--- config.mk ---
export PLATFORM = sky130hd
export DESIGN_NAME = mips_sort_sched
export DESIGN_NICKNAME = d
export VERILOG_FILES = /design/src/rtl/mips_sort_sched.sv
export SDC_FILE = /design/constraint.sdc
export NUM_CORES = 1
export LEC_CHECK = 0
export BUFFER_PORTS_ARGS = -buffer_cell sky130_fd_sc_hd__clkbuf_2
export CAP_MARGIN = 0
export CORE_AREA = 2 2 723 725
export DETAILED_ROUTE_END_ITERATION = 16
export DIE_AREA = 0 0 725 727
export GPL_TIMING_DRIVEN = 0
export PLACE_DENSITY = 0.3
export SLEW_MARGIN = 20
export SYNTH_ARGS = -nofsm -noshare
export SYNTH_HDL_FRONTEND = slang
export SYNTH_SLANG_ARGS = --single-unit
--- constraint.sdc ---
create_clock -name clk -period 3.3 [get_ports clk]
set_input_delay 0.33 -clock clk [delete_from_list [all_inputs] [get_ports clk]]
set_output_delay 0.33 -clock clk [all_outputs]
set_load 0.05 [all_outputs]
--- src/rtl/mips_sort_sched.sv ---
// mips_sort_sched: round-robin scheduler that feeds one sort job at a time to an external engine.
// Define MIPS_SORT_SCHED_TIMEOUT_EN to add a WAIT watchdog that returns an error response.
module mips_sort_sched #(
  parameter int NREQ           = 4,
  parameter int IDW            = $clog2(NREQ),
  parameter int TIMEOUT_CYCLES = 4096
) (
  input  logic                 clk,
  input  logic                 rstn,
  input  logic [NREQ-1:0]      req_valid,
  output logic [NREQ-1:0]      req_ready,
  input  logic [NREQ*256-1:0]  req_data,
  output logic                 rsp_valid,
  input  logic                 rsp_ready,
  output logic [IDW-1:0]       rsp_id,
  output logic [255:0]         rsp_data,
  output logic [31:0]          rsp_ninst,
  output logic                 rsp_err,
  output logic                 core_start,
  output logic [255:0]         core_a,
  input  logic [255:0]         core_out,
  input  logic [31:0]          core_ninst,
  input  logic                 core_done,
  output logic                 busy
);

  localparam int SW = IDW + 1;

  typedef enum logic [1:0] {IDLE, LAUNCH, WAIT, RESP} state_t;

  state_t          state_reg;
  logic [IDW-1:0]  ptr_reg;
  logic [255:0]    core_a_reg;
  logic [IDW-1:0]  rsp_id_reg;
  logic [255:0]    rsp_data_reg;
  logic [31:0]     rsp_ninst_reg;
  logic            core_start_reg;
  logic            rsp_valid_reg;

  logic [255:0]    req_words [NREQ];
  logic [2*NREQ-1:0] dbl_valid;
  logic [NREQ-1:0] rot_valid;
  logic            found;
  logic [IDW-1:0]  offset;
  logic [SW-1:0]   grant_sum;
  logic [SW-1:0]   ptr_sum;
  logic [IDW-1:0]  grant_idx;
  logic [IDW-1:0]  ptr_next;

  if (NREQ < 2 || NREQ > 8 || TIMEOUT_CYCLES < 2) begin : g_bad_cfg
    $error("mips_sort_sched: unsupported NREQ or TIMEOUT_CYCLES");
  end

  for (genvar gi = 0; gi < NREQ; gi++) begin : g_words
    assign req_words[gi] = req_data[gi*256 +: 256];
  end

  // Rotate so bit 0 is the requester at ptr; the lowest set bit is the winner.
  assign dbl_valid = {req_valid, req_valid} >> ptr_reg;
  assign rot_valid = dbl_valid[NREQ-1:0];

  always_comb begin
    found  = 1'b0;
    offset = '0;
    for (int k = NREQ - 1; k >= 0; k--) begin
      if (rot_valid[k]) begin
        found  = 1'b1;
        offset = IDW'(k);
      end
    end
    grant_sum = {1'b0, ptr_reg} + {1'b0, offset};
    if (grant_sum >= SW'(NREQ)) grant_sum = grant_sum - SW'(NREQ);
    grant_idx = grant_sum[IDW-1:0];
    ptr_sum = {1'b0, grant_idx} + SW'(1);
    if (ptr_sum >= SW'(NREQ)) ptr_sum = '0;
    ptr_next = ptr_sum[IDW-1:0];
    req_ready = '0;
    if (rstn && state_reg == IDLE && found) req_ready = NREQ'(1) << grant_idx;
  end

`ifdef MIPS_SORT_SCHED_TIMEOUT_EN
  localparam int CW = $clog2(TIMEOUT_CYCLES + 1);
  logic [CW-1:0] wait_cnt_reg;
  logic          rsp_err_reg;
  assign rsp_err = rsp_err_reg;
`else
  assign rsp_err = 1'b0;
`endif

  always_ff @(posedge clk or negedge rstn) begin
    if (!rstn) begin
      state_reg      <= IDLE;
      ptr_reg        <= '0;
      core_a_reg     <= '0;
      rsp_id_reg     <= '0;
      rsp_data_reg   <= '0;
      rsp_ninst_reg  <= '0;
      core_start_reg <= 1'b0;
      rsp_valid_reg  <= 1'b0;
`ifdef MIPS_SORT_SCHED_TIMEOUT_EN
      wait_cnt_reg   <= '0;
      rsp_err_reg    <= 1'b0;
`endif
    end else begin
      core_start_reg <= 1'b0;
      case (state_reg)
        IDLE: begin
          if (found) begin
            core_a_reg     <= req_words[grant_idx];
            rsp_id_reg     <= grant_idx;
            ptr_reg        <= ptr_next;
            core_start_reg <= 1'b1;
            state_reg      <= LAUNCH;
          end
        end
        LAUNCH: begin
          state_reg <= WAIT;
`ifdef MIPS_SORT_SCHED_TIMEOUT_EN
          wait_cnt_reg <= '0;
`endif
        end
        WAIT: begin
          if (core_done) begin
            rsp_data_reg  <= core_out;
            rsp_ninst_reg <= core_ninst;
            rsp_valid_reg <= 1'b1;
            state_reg     <= RESP;
`ifdef MIPS_SORT_SCHED_TIMEOUT_EN
            rsp_err_reg   <= 1'b0;
          end else if (wait_cnt_reg == CW'(TIMEOUT_CYCLES - 1)) begin
            // Response appears exactly TIMEOUT_CYCLES cycles after WAIT entry.
            rsp_data_reg  <= '0;
            rsp_ninst_reg <= '0;
            rsp_err_reg   <= 1'b1;
            rsp_valid_reg <= 1'b1;
            state_reg     <= RESP;
          end else begin
            wait_cnt_reg  <= wait_cnt_reg + CW'(1);
`endif
          end
        end
        RESP: begin
          if (rsp_ready) begin
            rsp_valid_reg <= 1'b0;
            state_reg     <= IDLE;
          end
        end
        default: state_reg <= IDLE;
      endcase
    end
  end

  assign core_start = core_start_reg;
  assign core_a     = core_a_reg;
  assign rsp_valid  = rsp_valid_reg;
  assign rsp_id     = rsp_id_reg;
  assign rsp_data   = rsp_data_reg;
  assign rsp_ninst  = rsp_ninst_reg;
  assign busy       = (state_reg != IDLE);

endmodule
### After elaboration in Yosys (flattened, before gate mapping)

Cells that the tools add are included.

* bits in latches: 0
* output and inout port bits: 554
* memory bits (read-only): 0
* memories: 0
* memory bits (writable): 0
* flip-flop bits (word level): 552
* input bits: 1320
* logic and storage cells: 55

* multiply operators: 0
* divide/modulo/power cells: 0
* shifts and indexed selects: 2
* eq/ne operators: 6
* bitwise gates (word level): 1
* reduce and logical (&&, ||, !) cells: 9
* mux-type cells: 23
* $lt $le $gt $ge: 3
* add/sub/neg operators: 3

Operators with widths (number)
* $bmux 256 s2: 1
* $mux 256: 2
* $mux 2: 9
* $ge 3x3->1 const B: 3
* $mux 1: 8
* $pmux 2 s4: 1
* $shr 8x2->4: 1
* $ne 2x2->1 const B: 3
* $reduce_and 3->1: 2
* $eq 2x2->1 const B: 2
* $mux 4: 1
* $reduce_and 2->1: 2
* $reduce_bool 2->1: 2
* $shl 1x2->4 const A: 1
* $add 2x1->3 const B: 1
* $add 2x2->3: 1
* $not 2->3: 1
* $eq 2x1->1 const B: 1
* $logic_and 1x1->1: 2
* $logic_not 2->1: 1
* $pmux 1 s2: 1
* $sub 2x1->2 const B: 1

### Logic depth before layout (Yosys ltp)

Gate-level depths: netlist of the first run.

* word-level depth: 12
* mapped depth: 19
* gate-level depth less buffers: 13

### Worst setup path after synthesis of the first run

OpenSTA, ideal clock, no wires.

* path type: register -> output
* from: register ptr_reg[1]
* to: output req_ready[2]
* cell stages (with the launch flop): 16
* data required time: 2.970 ns
* path buffers: 6
* setup slack: -0.621 ns
* data arrival time: 3.591 ns
* cell sequence: dfrtp_1 > buf_2 > nand2b_1 > a2bb2oi_1 > o32a_1 > a21oi_1 > ha_1 > xnor2_1 > or3_1 > clkbuf_1 > and2_1 > buf_2 > buf_6 > buf_6 > buf_6 > nor3_1

* longest elaborated chain between the ends: 10
* elaborated cells on any way between the ends: 16
* those cells by class: 2 x add/sub; 1 x order compare; 2 x shift; 10 x mux; 1 x reduce/logical

Ends and longest elaborated chain
* from (decl): RTL line 32 `logic [IDW-1:0] ptr_reg;`
* from (signal assigned): RTL line 111 `ptr_reg <= ptr_next;`
* $shr 8x2->4: RTL line 59 `assign dbl_valid = {req_valid, req_valid} >> ptr_reg;`
* $mux 2 (4 in a row): RTL line 66 `if (rot_valid[k]) begin`
* $add 2x2->3: RTL line 71 `grant_sum = {1'b0, ptr_reg} + {1'b0, offset};`
* $ge 3x3->1 / $sub 2x1->2 (equally long branches): RTL line 72 `if (grant_sum >= SW'(NREQ)) grant_sum = grant_sum - SW'(NREQ);`
* $mux 2: RTL line 72
* $shl 1x2->4: RTL line 78 `if (rstn && state_reg == IDLE && found) req_ready = NREQ'(1) << grant_idx;`
* $mux 4 *: RTL line 78
* to (decl): RTL line 11 `output logic [NREQ-1:0] req_ready,`

Every way passes the cells marked *; elsewhere a longest branch is shown, timed or not.

### Final worst setup path of the first run

* from: register ptr_reg[1]
* to: output req_ready[3]

Same word-level chain as after synthesis.

==> results of run 1 <==
## path summary, 6_finish.rpt
path,cells after the start,to,slack (ns),startpoint
min reg2reg,2,rsp_id[1],0.48,rsp_id[1]
min in group asynchronous,7,rsp_data[104],0.09,rstn
max,16,req_ready[3],-0.97,ptr_reg[1]
min,3,core_a[49],-0.0008,req_data[817]
max reg2reg,14,core_a[129],-0.17,ptr_reg[1]
max in group asynchronous,8,core_a[138],1.23,rstn
## cells in the final DEF, fill, tap and decap left out, types with 31 or more instances in the layout
| master | Yosys | final |
|---|---|---|
| buf_6 | 3 | 31 |
| clkbuf_1 | 218 | 108 |
| dlygate4sd3_1 | 0 | 1185 |
| mux2i_4 | 0 | 51 |
| buf_4 | 1 | 43 |
| buf_12 | 0 | 37 |
| diode_2 | 0 | 143 |
| o311ai_2 | 0 | 50 |
| o311ai_0 | 237 | 83 |
| clkbuf_2 | 0 | 1930 |
| mux2_2 | 544 | 536 |
| dfrtp_1 | 552 | 552 |
| nand2_1 | 268 | 267 |
| clkbuf_16 | 0 | 120 |
| o311ai_1 | 19 | 123 |
| clkbuf_8 | 0 | 31 |
| mux2i_1 | 256 | 187 |
| nand4_1 | 256 | 256 |
## cell type report
cell class              instances  share of cell area, %
flip-flops and latches        552                   20.9
diodes                        143                  0.541
plain buffers                 261                   3.05
multi-input cells            1624                   22.9
inverters                       7                 0.0624
clock buffers                 135                   4.12
repair buffers               3168                   35.1
clock inverters                25                  0.329
well taps                    6942                   13.1
## cells by family (layout without fill, tap and decap cells)
logic type,Yosys count,after routing,share of synthesized area [%]
buffers and inverters,270,3596,3.67
adders and majority gates,7,7,0.305
DFF,552,552,48.1
and+or+nand+nor,542,542,9.50
muxes,800,800,30.2
xor gates and xnor gates,1,1,0.0305
AOI/OAI and AO/OA,273,273,8.18
other,1,144,0.0130
## metal layers
layer,vias up,wire length [um],global-route usage [%]
met5,-,1010,0
met4,156,17400,5.17
met3,793,37600,5.53
met2,2246,203000,26.4
met1,19100,159000,17.2
li1,16100,-,-
## metrics by stage
step                cells  instance area, um2  hold WS [ns]  total power [mW]
finish              12900               66200     -0.000751              81.3
global route        12800               66000      -0.00736              85.3
CTS                 12700               64700       0.00145              80.8
detailed placement  11300               47600         0.353              63.2
global placement    11300               46800         0.471              56.0
floorplan            2446               28800        0.0344              39.5
## critical path: cells and delay by family, from the launching register on
family / cells / cell delay [ns]
AO/OA/AOI/OAI: 3 / 0.39
XOR/XNOR: 1 / 0.12
adder cells (fa/ha/maj): 2 / 0.31
buffers and inverters: 6 / 0.75
flip-flops: 1 / 0.39
AND/OR/NAND/NOR: 4 / 1.07
## power by group through the flow
stage / Sequential (mW) / Combinational (mW) / Clock [mW]
finish: 12.5 / 58.6 / 10.2
CTS: 12.5 / 57.6 / 10.7
detailed placement: 12.6 / 50.6 / 0
global route: 12.9 / 61.5 / 10.8
floorplan: 23.8 / 15.7 / 0
global placement: 12.6 / 43.5 / 0
## repair_timing
action / 4_1_cts / 5_1_grt
gates cloned: 4 / 11
setup buffers: 35 / 22
hold buffers: 1183 / 13
resized for setup: 480 / 259
setup endpoints to repair: 460 / 268
pin swaps: 15 / 26
hold endpoints to repair: 707 / 8
==> results.py, run 1 <==
metrics = {
    "status": {
        "status": "complete, but fails checks",
        "violations": "hold timing, setup timing",
    },
    "clock_network": {
        "cts-root-buf": "clkbuf_16",
        "clkTransAtPathRegs_ns": 0.06,
        "cts_tree": "built",
        "cts-htree-levels": 3,
        "cts_max_path_buffers": 4,
        "numCtsBuffers": 93,
        "insertion_delay_ns": 0.85,
        "clkSinkCount": 552,
    },
    "route": {
        "wirelength_um": 419000,
        "drt_first_pass_iters": 5,
        "vias": 38400,
        "drtIter0Drc": 2524,
        "ant_nets": 0,
        "wl_per_cell_um": 32.6,
        "drc_errors": 0,
        "vias_per_cell": 2.99,
    },
    "die": {
        "fp.dieW_um": 725,
        "die_h_um": 727,
        "die_area_um2": 527000,
        "io_pins": 1874,
        "start_util_pct": 5.53,
        "coreArea_um2": 519000,
        "rows": 265,
    },
    "sta": {
        "finalMaxSlewViolations": 0,
        "period_share_pct": 129,
        "rsz0062_at_grt": "true",
        "tightest_slew_ns": 1.07,
        "min_period_ns": 4.27,
        "holdWs_ns": -0.000751,
        "finClkSkew_ns": 0.0625,
        "tns_ns": -8.32,
        "fmax_ghz": 0.234,
        "relSlewSlack_pct": 29.0,
        "setup_violations": 108,
        "hold_violations": 1,
        "setup_ws_ns": -0.972,
    },
    "synthesis": {
        "ys_warn_count": 0,
        "synth_most_common_cell": "dfrtp_1",
        "yosysSeqAreaShare_pct": 48.1,
        "synth_ff_type": "dfrtp_1",
        "syn_inst": 2446,
        "synth_seq_cells": 552,
        "syn_area_um2": 28700,
        "async_flop_share_pct": 100,
        "synth.avg_cell_area_um2": 11.7,
        "ys_top_cells_by_count": "552 x dfrtp_1, 544 x mux2_2, 268 x nand2_1",
        "synthesis.nets": 3773,
        "synth_edf_count": 0,
        "synth_cell_type_count": 37,
        "synth_top_area_share_pct": 48.1,
        "synth_top_area_cell": "dfrtp_1",
        "yosys-top-cells-area": "dfrtp_1 48%, mux2_2 21%, mux2i_1 8.9%",
    },
    "placed_design": {
        "portBuffers": 1871,
        "dp_hpwl_um": 367000,
        "gp_congestion": 1.01,
        "pre_cts_slack_ns": -1.93,
    },
    "finish": {
        "nets": 7034,
        "syn2layout_area_growth_pct": 130,
        "multi_input_area_um2": 15100,
        "fillers": 59600,
        "regArea_um2": 13800,
        "final_util_pct": 12.7,
        "drive_gt1_share_pct": 51.3,
    },
    "pwr": {
        "p_per_area_nw_per_um2": 1230,
        "switching_power_mw": 46.0,
        "pwr-share-seq_pct": 15.4,
        "p_int_mw": 35.3,
        "ir_drop_uv": 502,
        "clkPwrFrac_pct": 12.5,
        "p_leak_nw": 28.1,
        "power_frac_comb_pct": 72.1,
        "switching_share_pct": 56.6,
    },
    "critical_path": {
        "slowest_stage": "or3_4",
        "arrival_ns": 3.94,
        "path_cells": "buf_6 > nand2b_4 > a2bb2oi_2 > o32a_1 > a21oi_2 > ha_4 > xnor2_4 > or3_4 > and2_4 > buf_16 > buf_12 > buf_12 > clkinv_8 > ha_4 > and3_4 > clkbuf_16",
        "path_class": "reg2out",
        "worstPathMaxFanout": 4,
        "end_kind": "output port",
        "cp-start-kind": "flip-flop",
        "max_stage_delay_ns": 0.49,
        "crit_required_ns": 2.97,
    },
    "grt": {
        "antenna_found_initial": 373,
        "grt_max_degree": 69,
        "grt-ovfl-total": 0,
        "grt_pass1_wl_um": 508000,
        "grt_pass1_vias": 39100,
        "grt_util_all_layers_pct": 15.2,
    },
    "min_path": {
        "hold_class": "in2reg",
    },
    "flow_run": {
        "drv_cap": 0,
    },
}
Note: power is estimated with default switching activity, not from simulation.
==> inputs of run 2 (changes only) <==
==> constraint.sdc (replaced) <==
create_clock -name clk -period 3.3 [get_ports clk]
set_input_delay 0.33 -clock clk [delete_from_list [all_inputs] [get_ports clk]]
set_output_delay 0.33 -clock clk [all_outputs]
set_load 0.01 [all_outputs]
==> results.py, run 2 (same netlist as run 1, synthesis figures left out) <==
metrics = {
    "critical_path": {
        "cp-start-kind": "flip-flop",
        "cp.depth": 16,
        "path_cells": "buf_6 > nand2b_4 > a2bb2oi_2 > o32a_1 > a21oi_2 > ha_4 > xnor2_4 > or3_4 > and2_4 > buf_16 > buf_12 > buf_12 > inv_8 > ha_4 > and3_4 > buf_6",
        "crit_required_ns": 2.97,
        "slowest_stage": "or3_4",
        "worstPathMaxFanout": 5,
        "path_buf_inv": 6,
        "reg2reg_depth": 18,
        "cpLargestDelayFamily": "simple AND/OR/NAND/NOR gates",
        "max_stage_delay_ns": 0.49,
        "end_kind": "output port",
        "path_class": "reg2out",
        "arrival_ns": 3.89,
    },
    "pwr": {
        "power_frac_comb_pct": 68.7,
        "switching_share_pct": 49.9,
        "p_int_mw": 36.4,
        "ir_drop_uv": 516,
        "clkPwrFrac_pct": 14.0,
        "p_leak_nw": 28.5,
        "p_per_area_nw_per_um2": 1080,
        "switching_power_mw": 36.2,
        "pwr-share-seq_pct": 17.2,
    },
    "clock_network": {
        "clkSinkCount": 552,
        "cts-root-buf": "clkbuf_16",
        "cts-htree-levels": 3,
        "clkTransAtPathRegs_ns": 0.06,
        "insertion_delay_ns": 0.86,
        "numCtsBuffers": 94,
        "cts_tree": "built",
        "cts_max_path_buffers": 4,
    },
    "sta": {
        "setup_violations": 121,
        "period_share_pct": 128,
        "finClkSkew_ns": 0.0774,
        "rsz0062_at_grt": "true",
        "finalMaxSlewViolations": 0,
        "tns_ns": -9.81,
        "min_period_ns": 4.22,
        "hold_violations": 0,
        "relSlewSlack_pct": 4.66,
        "tightest_slew_ns": 1.43,
        "setup_ws_ns": -0.917,
        "fmax_ghz": 0.237,
    },
    "route": {
        "drc_errors": 0,
        "vias": 38500,
        "drtIter0Drc": 2321,
        "ant_nets": 0,
        "wl_per_cell_um": 32.4,
        "wirelength_um": 418000,
        "vias_per_cell": 2.98,
        "drt_first_pass_iters": 5,
    },
    "grt": {
        "grt_pass1_wl_um": 506000,
        "grt_pass1_vias": 39200,
        "antenna_found_initial": 337,
        "grt_max_degree": 80,
        "grt-ovfl-total": 0,
        "grt_util_all_layers_pct": 15.2,
    },
    "die": {
        "die_area_um2": 527000,
        "io_pins": 1874,
        "die_h_um": 727,
        "coreArea_um2": 519000,
        "rows": 265,
        "start_util_pct": 5.53,
        "fp.dieW_um": 725,
    },
    "placed_design": {
        "portBuffers": 1871,
        "dp.cells": 11300,
        "gp_congestion": 1.03,
        "dp_hpwl_um": 369000,
    },
    "finish": {
        "final_common_cell": "clkbuf_2",
        "syn2layout_area_growth_pct": 134,
        "final_cell_mix": "1913 x clkbuf_2, 1239 x dlygate4sd3_1, 551 x dfrtp_1",
        "nets": 7082,
        "final_util_pct": 13.0,
        "drive_gt1_share_pct": 51.1,
        "layout.cells.non_filler": 12900,
    },
    "status": {
        "violations": "setup timing",
        "status": "complete, but fails checks",
    },
    "flow_run": {
        "drv_cap": 0,
    },
    "min_path": {
        "min_path_cells": 3,
        "hold_class": "in2reg",
    },
}
run 2: changes by cell type in the layout (fill, tap and decap cells not counted), moves of 8 or more:
| cell | change |
|---|---|
| buf_8 | -8 |
| clkbuf_1 | +15 |
| clkbuf_4 | +11 |
| clkbuf_2 | -17 |
| mux2i_4 | +14 |
| o311ai_0 | +11 |
| buf_16 | -8 |
| o311ai_1 | -28 |
| o311ai_4 | +21 |
| dlygate4sd3_1 | +54 |
| mux2i_1 | -13 |
| buf_12 | +15 |
| buf_4 | -11 |
run 2: worst reg2reg max path, delay by kind of cell, from the launching register on:
kind	cells	cell delay, ns
buffers and inverters	11	1.58
AOI/OAI and AO/OA	4	0.66
muxes	1	0.43
DFF	1	0.36
adders and majority gates	1	0.25
and+or+nand+nor	1	0.12
run 2: per-layer routing:
metal	routed length, um	track usage, %	share of wire [%]
met1	153000	16.4	37
met2	206000	26.6	49
met3	40500	6.28	9.7
met4	17900	5.29	4.3
met5	1050	0	0.25
run 2: area by class of cell:
| type | count | area, um2 |
|---|---|---|
| Multi-Input combinational cell | 1624 | 15700 |
| Clock inverter | 30 | 375 |
| Tap cell | 6942 | 8690 |
| Fill cell | 59600 | 452000 |
| Sequential cell | 552 | 13800 |
| Clock buffer | 131 | 2610 |
| Timing Repair Buffer | 3217 | 23700 |
| Buffer | 259 | 2150 |
| Antenna cell | 147 | 368 |
| Inverter | 7 | 36.3 |
run 2: repair_timing:
action,4_1_cts,5_1_grt
cloned,1,20
endpoints found under the setup margin,268,258
setup buffers,40,18
endpoints found under the hold margin,698,3
pin swaps,15,51
hold buffers,1244,3
resized for setup,507,355
run 2: path summary, 6_finish.rpt:
kind / endpoint / slack [ns] / from
min in group asynchronous: rsp_data[107] / 0.07 / rstn
hold / removal: core_a[128] / 0.06 / req_data[640]
setup reg to reg: core_a[115] / -0.28 / ptr_reg[1]
max in group asynchronous: rsp_data[0] / 2.01 / rstn
setup / recovery: req_ready[3] / -0.92 / ptr_reg[1]
hold reg to reg: core_a[193] / 0.49 / core_a[193]
run 2: power by group through the flow:
stage | clock [mW] | sequential, mW | combinational (mW)
final | 10.2 | 12.5 | 49.9
after global routing | 10.9 | 12.9 | 52.9
after floorplan | 0 | 13.6 | 15.6
after CTS | 10.7 | 12.5 | 47.5
after global placement | 0 | 12.6 | 33.8
after detailed placement | 0 | 12.6 | 40.3
run 2: metrics by stage:
| stage | total power [mW] | setup WS [ns] | area [um2] | hold WS [ns] |
|---|---|---|---|---|
| after floorplan | 29.2 | 0.0815 | 28700 | 0.0344 |
| after global placement | 46.4 | -15.23 | 46800 | 0.466 |
| after detailed placement | 52.9 | -2.16 | 47500 | 0.271 |
| after CTS | 70.7 | -1.11 | 65200 | 0.0000239 |
| after global routing | 76.7 | -1.14 | 67200 | 0.00799 |
| final | 72.6 | -0.917 | 67400 | 0.0571 |
==> inputs of run 3 (changes only) <==
==> constraint.sdc (replaced) <==
create_clock -name clk -period 3.3 [get_ports clk]
set_input_delay 0.165 -clock clk [delete_from_list [all_inputs] [get_ports clk]]
set_output_delay 0.165 -clock clk [all_outputs]
set_load 0.01 [all_outputs]
==> results.py, run 3 (same netlist as run 1, synthesis figures left out) <==
metrics = {
    "status": {
        "status": "complete, but fails checks",
        "violations": "setup timing",
    },
    "placed_design": {
        "pre_cts_slack_ns": -1.96,
        "portBuffers": 1871,
        "placed_cell_area_um2": 47500,
        "dp_hpwl_um": 369000,
        "gp_congestion": 1.03,
    },
    "grt": {
        "antenna_found_initial": 330,
        "grt_max_degree": 80,
        "grt_pass1_vias": 39800,
        "grt-ovfl-total": 0,
        "met3_usage_pct": 6.11,
        "grt_util_all_layers_pct": 15.2,
        "grt_busiest_layer": "met2",
        "use_met1_pct": 16.6,
        "met2_usage_pct": 26.6,
        "grt_pass1_wl_um": 507000,
    },
    "finish": {
        "nets": 7179,
        "stdcell_area_um2": 68800,
        "drive_gt1_share_pct": 51.2,
        "final_cell_mix": "1915 x clkbuf_2, 1333 x dlygate4sd3_1, 551 x dfrtp_1",
        "syn2layout_area_growth_pct": 140,
        "final_common_cell": "clkbuf_2",
    },
    "critical_path": {
        "arrival_ns": 3.86,
        "r2r-start": "ptr_reg[1]",
        "r2r_slack_ns": -0.15,
        "crit_start": "ptr_reg[1]",
        "end_kind": "output port",
        "slowest_stage": "or3_4",
        "max_stage_delay_ns": 0.48,
        "reg2reg_depth": 15,
        "crit_end": "req_ready[3]",
        "path_cells": "buf_6 > nand2_4 > a21oi_2 > nor2_2 > a211oi_2 > a21oi_2 > ha_4 > xnor2_4 > or3_4 > and2_4 > buf_16 > buf_12 > buf_12 > inv_8 > ha_4 > and3_4 > buf_6",
        "worstPathMaxFanout": 5,
        "crit_required_ns": 3.13,
        "cp-start-kind": "flip-flop",
        "reg2reg_to": "core_a[66]",
        "path_class": "reg2out",
    },
    "sta": {
        "finalMaxSlewViolations": 0,
        "rsz0062_at_grt": "true",
        "period_share_pct": 122,
        "relSlewSlack_pct": 6.98,
        "finClkSkew_ns": 0.0791,
        "setup_violations": 81,
        "fmax_ghz": 0.249,
        "hold_violations": 0,
        "tightest_slew_ns": 1.40,
        "min_period_ns": 4.02,
        "holdWs_ns": 0.0771,
        "setup_ws_ns": -0.724,
    },
    "route": {
        "vias": 38800,
        "ant_nets": 0,
        "wl_per_cell_um": 32.4,
        "wirelength_um": 421000,
        "vias_per_cell": 2.98,
        "drc_errors": 0,
        "drtIter0Drc": 2309,
        "drt_first_pass_iters": 7,
    },
    "clock_network": {
        "numCtsBuffers": 94,
        "clkSinkCount": 552,
        "cts-htree-levels": 3,
        "cts_max_path_buffers": 4,
        "insertion_delay_ns": 0.86,
        "cts_tree": "built",
        "clkTransAtPathRegs_ns": 0.06,
        "cts-root-buf": "clkbuf_16",
    },
    "pwr": {
        "p_per_area_nw_per_um2": 1080,
        "power_mw": 74.3,
        "p_leak_nw": 29.3,
        "ir_drop_uv": 522,
    },
    "die": {
        "die_area_um2": 527000,
        "io_pins": 1874,
        "rows": 265,
        "die_h_um": 727,
        "fp.dieW_um": 725,
        "start_util_pct": 5.53,
        "coreArea_um2": 519000,
    },
    "flow_run": {
        "drv_cap": 0,
    },
    "min_path": {
        "hold_class": "in2async",
    },
}
==> run 3: cell types whose count changed in the layout (fill, tap and decap cells not counted), sizes merged <==
| cell | previous run | this run |
|---|---|---|
| dlygate4sd3 | 1239 | 1333 |
| clkbuf | 2205 | 2199 |
| diode | 147 | 131 |
| buf | 162 | 171 |
==> run 3: worst min path at each step <==
stage | start | to | slack (ns) | cells after the start
2_1_floorplan | rstn | core_a[0] | -0.13 | 0
3_3_place_gp | core_out[117] | rsp_data[117] | 0.40 | 2
3_5_place_dp | rstn | rsp_data[196] | 0.11 | 1
4_1_cts | core_ninst[30] | rsp_ninst[30] | 0.0009 | 3
5_1_grt | rstn | rsp_data[107] | 0.04 | 9
6_report | rstn | rsp_data[107] | 0.08 | 9
==> run 3: cell type report <==
class                   instances  area (um2)
fillers                     59600      450000
inverters                       7        36.3
clock buffers                 131        2610
flip-flops and latches        552       13800
repair buffers               3317       24700
plain buffers                 256        2110
diodes                        131         328
well taps                    6942        8690
multi-input cells            1624       16200
clock inverters                30         375
==> run 3: metal layers <==
| layer | up-vias | routed length (um) |
|---|---|---|
| met1 | 19400 | 156000 |
| li1 | 16400 | - |
| met5 | - | 1060 |
| met3 | 719 | 39800 |
| met2 | 2046 | 206000 |
| met4 | 164 | 18200 |
==> run 3: through the flow <==
| step | TNS [ns] | utilization (%) | instances |
|---|---|---|---|
| floorplan | 0 | - | 2446 |
| global placement | -9324.18 | 9.01 | 11300 |
| detailed placement | -314.70 | 9.15 | 11300 |
| CTS | -10.71 | 12.8 | 12800 |
| global route | -27.96 | 13.2 | 12900 |
| finish | -8.58 | 13.3 | 13000 |
==> run 3: power breakdown <==
part | internal, mW | switching [mW] | total (mW)
sequential | 10.3 | 2.16 | 12.5
combinational | 20.9 | 30.7 | 51.6
clock | 5.90 | 4.29 | 10.2
total | 37.1 | 37.2 | 74.3
==> run 3: repair_timing <==
action,CTS,global route
pin swaps,26,52
buffers inserted,40,21
resized for setup,554,462
cloned,1,20
endpoints found under the hold margin,698,0
endpoints found under the setup margin,268,260
hold buffers,1343,0
==> run 3: critical path: cells and delay by family (launching register included) <==
kind,cells,cell delay (ns)
AO/OA/AOI/OAI,3,0.46
buffers and inverters,6,0.72
XOR/XNOR,1,0.13
AND/OR/NAND/NOR,5,0.99
adder cells (fa/ha/maj),2,0.31
flip-flops,1,0.36
